$ cat config.mk
export PLATFORM = sky130hd
export DESIGN_NAME = cnt_reload_ctrl
export DESIGN_NICKNAME = d
export VERILOG_FILES = /design/src/rtl/cnt_pkg.sv /design/src/rtl/cnt_reload_check.sv /design/src/rtl/cnt_reload_ctrl.sv
export SDC_FILE = /design/constraint.sdc
export NUM_CORES = 1
export LEC_CHECK = 0
export CORE_MARGIN = 2
export CORE_UTILIZATION = 45
export CTS_CLUSTER_SIZE = 12
export DETAILED_ROUTE_END_ITERATION = 16
export GPL_TIMING_DRIVEN = 0
export PLACE_DENSITY_LB_ADDON = 0.25
export SYNTH_ARGS = -nofsm -noshare
export SYNTH_HDL_FRONTEND = slang
export SYNTH_SLANG_ARGS = --single-unit
$ cat constraint.sdc
create_clock -name CLK -period 1.95 [get_ports CLK]
set_input_delay 0.195 -clock CLK [delete_from_list [all_inputs] [get_ports CLK]]
set_output_delay 0.195 -clock CLK [all_outputs]
set_load 0.02 [all_outputs]
$ cat src/rtl/cnt_pkg.sv
// rtl/cnt_pkg.sv - shared state type, stage width and reload helper for the counter-chain sequencer
package cnt_pkg;

  localparam int CNT_STAGE_W = 4;

  typedef enum logic [1:0] {
    IDLE = 2'd0,
    ARM  = 2'd1,
    RUN  = 2'd2
  } cnt_state_t;

  // Start value that makes an up counter of the given width overflow after n counts
  function automatic logic [31:0] reload_val(input logic [31:0] n, input int width);
    logic [31:0] mask;
    mask = (width >= 32) ? 32'hFFFF_FFFF : ((32'd1 << width) - 32'd1);
    return (32'd0 - n) & mask;
  endfunction

endpackage

$ cat src/rtl/cnt_reload_check.sv
// rtl/cnt_reload_check.sv - sticky plausibility checker for the counter chain contents
module cnt_reload_check #(
  parameter int WIDTH = 4
) (
  input  logic             clk,
  input  logic             rst,
  input  logic             run,
  input  logic             cao,
  input  logic             ld,
  input  logic [WIDTH-1:0] d,
  input  logic [WIDTH-1:0] q,
  output logic             perr
);

  logic             chk_q;
  logic [WIDTH-1:0] exp_q;

  // The loaded value is remembered because the shadow may change on the same edge
  always_ff @(posedge clk) begin
    if (rst) begin
      chk_q <= 1'b0;
      exp_q <= '0;
      perr  <= 1'b0;
    end else begin
      chk_q <= ld;
      exp_q <= d;
      if ((run && cao && (q != '1)) || (chk_q && (q != exp_q)))
        perr <= 1'b1;
    end
  end

endmodule

$ cat src/rtl/cnt_reload_ctrl.sv
// rtl/cnt_reload_ctrl.sv - load/enable sequencer turning a cascaded up-counter chain into a divider
// Optional checker output PERR is built when CNT_RELOAD_CHECK_EN is defined.
module cnt_reload_ctrl
  import cnt_pkg::*;
#(
  parameter int WIDTH = 4
) (
  input  logic             CLK,
  input  logic             RST,
  input  logic             START,
  input  logic             STOP,
  input  logic             ONESHOT,
  input  logic [WIDTH-1:0] PERIOD,
  input  logic [WIDTH-1:0] Q,
  input  logic             CAO,
  output logic             LD,
  output logic [WIDTH-1:0] D,
  output logic             EN,
  output logic             CAI,
  output logic             TC,
  output logic             BUSY,
`ifdef CNT_RELOAD_CHECK_EN
  output logic             ERR,
  output logic             PERR
`else
  output logic             ERR
`endif
);

  if ((WIDTH % CNT_STAGE_W) != 0 || WIDTH < 4 || WIDTH > 32) begin : g_bad_width
    $error("cnt_reload_ctrl: WIDTH must be a multiple of 4 in 4..32");
  end

  cnt_state_t       state_q;
  logic [WIDTH-1:0] shadow_q;
  logic             oneshot_q;
  logic             ld_arm_q;
  logic             en_q;
  logic             tc_q;
  logic             busy_q;
  logic             err_q;

  logic [WIDTH-1:0] l_new;
  logic             period_nz;
  logic             reload;

  assign l_new     = WIDTH'(reload_val(32'(PERIOD), WIDTH));
  assign period_nz = (PERIOD != '0);
  assign reload    = (state_q == RUN) && CAO && !STOP;

  // STOP gates the chain in the same cycle so the counter holds where it stands
  assign LD   = (ld_arm_q && !STOP) || reload;
  assign EN   = en_q && !STOP;
  assign CAI  = en_q && !STOP;
  assign D    = shadow_q;
  assign TC   = tc_q;
  assign BUSY = busy_q;
  assign ERR  = err_q;

  always_ff @(posedge CLK) begin
    if (RST) begin
      state_q   <= IDLE;
      shadow_q  <= '0;
      oneshot_q <= 1'b0;
      ld_arm_q  <= 1'b0;
      en_q      <= 1'b0;
      tc_q      <= 1'b0;
      busy_q    <= 1'b0;
      err_q     <= 1'b0;
    end else begin
      tc_q <= 1'b0;
      unique case (state_q)
        IDLE: begin
          if (START && !STOP && period_nz) begin
            shadow_q  <= l_new;
            oneshot_q <= ONESHOT;
            ld_arm_q  <= 1'b1;
            busy_q    <= 1'b1;
            state_q   <= ARM;
          end else if (START && !period_nz) begin
            err_q <= 1'b1;
          end
        end
        ARM: begin
          ld_arm_q <= 1'b0;
          if (STOP) begin
            busy_q  <= 1'b0;
            state_q <= IDLE;
          end else begin
            en_q    <= 1'b1;
            state_q <= RUN;
          end
        end
        RUN: begin
          if (STOP) begin
            en_q    <= 1'b0;
            busy_q  <= 1'b0;
            state_q <= IDLE;
          end else if (CAO) begin
            tc_q <= 1'b1;
            if (period_nz)
              shadow_q <= l_new;
            if (oneshot_q) begin
              en_q    <= 1'b0;
              busy_q  <= 1'b0;
              state_q <= IDLE;
            end
          end
        end
        default: begin
          ld_arm_q <= 1'b0;
          en_q     <= 1'b0;
          busy_q   <= 1'b0;
          state_q  <= IDLE;
        end
      endcase
    end
  end

`ifdef CNT_RELOAD_CHECK_EN
  cnt_reload_check #(.WIDTH(WIDTH)) u_check (
    .clk  (CLK),
    .rst  (RST),
    .run  (state_q == RUN),
    .cao  (CAO),
    .ld   (LD),
    .d    (D),
    .q    (Q),
    .perr (PERR)
  );
`else
  logic unused_q;
  assign unused_q = ^Q;
`endif

endmodule

==> summary.txt <==
Finish
  • Antenna cells: 0
  • Fin area: 862 um2
  • Synthesis-to-layout area growth: 37.5%
  • Post-Layout Cell Count: 105
  • Share of layout cells above drive strength 1: 13.3%
  • Area of the multi-input gates: 348 um2
  • Filler Cells Inserted: 109
  • Final core occ: 66.3%
  • Sequential Area: 240 um2
  • Layout net count: 106

Timing
  • Clock Skew: 0.00564 ns
  • Final worst path period need: 1.81 ns
  • Tcrit/Tclk final: 92.9%
  • Slew HR: 74.2%
  • Highest achievable clock rate: 552 MHz
  • RSZ-0062 raised after global routing: false
  • Count of final max-slew check failures: 0
  • Worst-margin pin slew: 0.377 ns
  • Setup_tns: 0 ns
  • Final hold viol count: 0
  • Setup violators final: 0

Worst setup path
  • Worst setup SP type: flop
  • CP arrival: 1.62 ns
  • Crit path kind: reg -> out
  • Max FO, Critical Path: 6
  • Worst-path cell chain: inv_2, a31oi_1, nor2_1, clkdlybuf4s50_1
  • Largest stage delay on the critical path: 0.53 ns
  • Worst setup EP type: primary output
  • Critical Path RT: 1.75 ns
  • CP max stage cell: clkdlybuf4s50_1

Routing
  • DR pass1 iterations: 4
  • Remaining DRCs: 0
  • Via density: 5.28
  • Total Wirelength: 1220 um
  • Via Count: 554
  • DRT antenna net count: 0
  • Routed WL per cell: 11.6 um
  • 1st-iter DRT viols: 10

Power
  • Final Power: 0.566 mW
  • Pwr Density: 656 nW/um2
  • Maximum VDD drop: 0.585 mV
  • Pleak: 0.319 nW

Clocking
  • Setup Fix Bufs, Post-CTS: 0
  • Bufs on Longest Clock Path: 2
  • Worst-path clk slew: 0.08 ns
  • CTS tree: done
  • Clock sink count: 12
  • CTS root buffer: clkbuf_4
  • CTS Buf Count: 3
  • Hold-fix buffers, CTS: 0
  • H-tree Lvls: 1
  • CTS resizes: 0
  • Clk_lat worst skew: 0.27 ns

Global routing
  • First-pass GRT wire length: 1850 um
  • Total track usage: 17.4%
  • Initial antenna violation count: 0
  • Remaining global-route overflow: 0
  • Vias in the first global route: 454
  • Largest net degree at the start of global routing: 11

Outcome
  • Status: complete, no violations

Floorplan
  • Initial Utilization: 48.2%
  • Die area: 1710 um2
  • Die extent in x: 41.3 um
  • Site Rows: 13
  • IO Count: 24
  • Core area: 1300 um2
  • Die height: 41.3 um

Logic synthesis
  • Number of flops mapped to enable cells by yosys: 0
  • Yosys warns: 0
  • Synthesized cell area: 627 um2
  • Part of the Yosys area used for sequential elements: 38.3%
  • Asr flop ratio synth: 0%
  • Syn Inst Count: 68
  • Cell variety after synth: 36
  • Syn_nets: 83
  • Post-Syn Area per Cell: 9.22 um2
  • Yosys reg bits: 12
  • Synth Flop Type: dfxtp_1

Min path
  • Min-delay worst type: in -> reg

Run
  • Maxcap violations: 0

Place
  • Placed cell area: 826 um2
  • IO buf count: 18
  • Placer Congestion: 0.740
  • Detailed Place HPWL: 952 um
  • Placed Cells incl. Taps: 101
critical path: cells and delay by family (launching register included):
| family | cells | cell delay [ns] |
|---|---|---|
| AND/OR/NAND/NOR | 1 | 0.06 |
| buffers and inverters | 2 | 0.64 |
| AO/OA/AOI/OAI | 1 | 0.17 |
| flip-flops | 1 | 0.47 |
layer usage:
layer | part of all wire (%) | GRT usage [%]
met2 | 48 | 27.3
met1 | 47 | 21.4
met5 | 0 | 0
met3 | 5.1 | 9.57
met4 | 0 | 2.42
power breakdown:
part	internal, mW	total, mW	switching (mW)
clock network	0.113	0.194	0.0801
logic	0.0561	0.108	0.0515
registers	0.256	0.264	0.00795
total	0.426	0.566	0.140
synth_stat cells, drive strengths merged, types with 3 or more instances:
library cell | count | area (um2)
mux2i | 4 | 40.0
dfxtp | 12 | 240
a21oi | 5 | 25.0
inv | 6 | 22.5
nor2 | 4 | 17.5
nand2b | 4 | 25.0
nor2b | 3 | 18.8
through the flow:
step,hold WS (ns),setup WS (ns)
after CTS,0.254,0.146
after global routing,0.251,0.0293
after floorplan,0.345,0.601
after detailed placement,0.450,-0.0610
final,0.258,0.139
after global placement,0.446,-0.0244
state kept, by name (all words and copies together) (netlist names):
register,cells
ERR,1
en_q,1
D,4
oneshot_q,1
TC,1
BUSY,1
state_q,2
ld_arm_q,1
cell families (layout without fill, tap and decap cells):
group           count (synthesis)  count (layout)  synth area share, %
compound gates                 15              15                 15.6
fa+ha+maj                       1               1                 2.00
simple gates                   25              25                 27.7
mux                             5               5                 8.78
xor+xnor                        1               1                 1.40
flops                          12              12                 38.3
buf+inv                         9              31                 6.19
cell usage in the layout (no fill, tap or decap), types with 2 or more instances in the layout:
cell,synthesis,routed
inv_1,5,5
nor3_1,2,2
dfxtp_1,12,12
a31oi_1,2,2
clkdlybuf4s50_1,0,18
nor2b_1,3,3
nand2b_1,4,4
clkbuf_4,0,3
mux2i_1,4,4
a21oi_1,5,5
or2_1,2,2
nor2_1,3,3
path summary, 6_finish.rpt:
path	start	end	slack, ns	depth (start not counted)
min reg2reg	ld_arm_q$_SDFFE_PP0P_	ld_arm_q$_SDFFE_PP0P_	0.47	2
max	state_q[0]$_SDFFE_PP0P_	LD	0.14	4
min	STOP	state_q[1]$_SDFFE_PP0P_	0.26	2
max reg2reg	state_q[1]$_SDFFE_PP0P_	D[3]$_SDFFE_PP0P_	0.59	3
cell type report:
class	count	share of cell area (%)
Multi-Input combinational cell	47	40.3
Sequential cell	12	27.9
Timing Repair Buffer	18	20.9
Clock buffer	4	4.21
Inverter	6	2.61
Tap cell	15	2.18
Buffer	3	1.89
(Power assumes the default switching activity.)
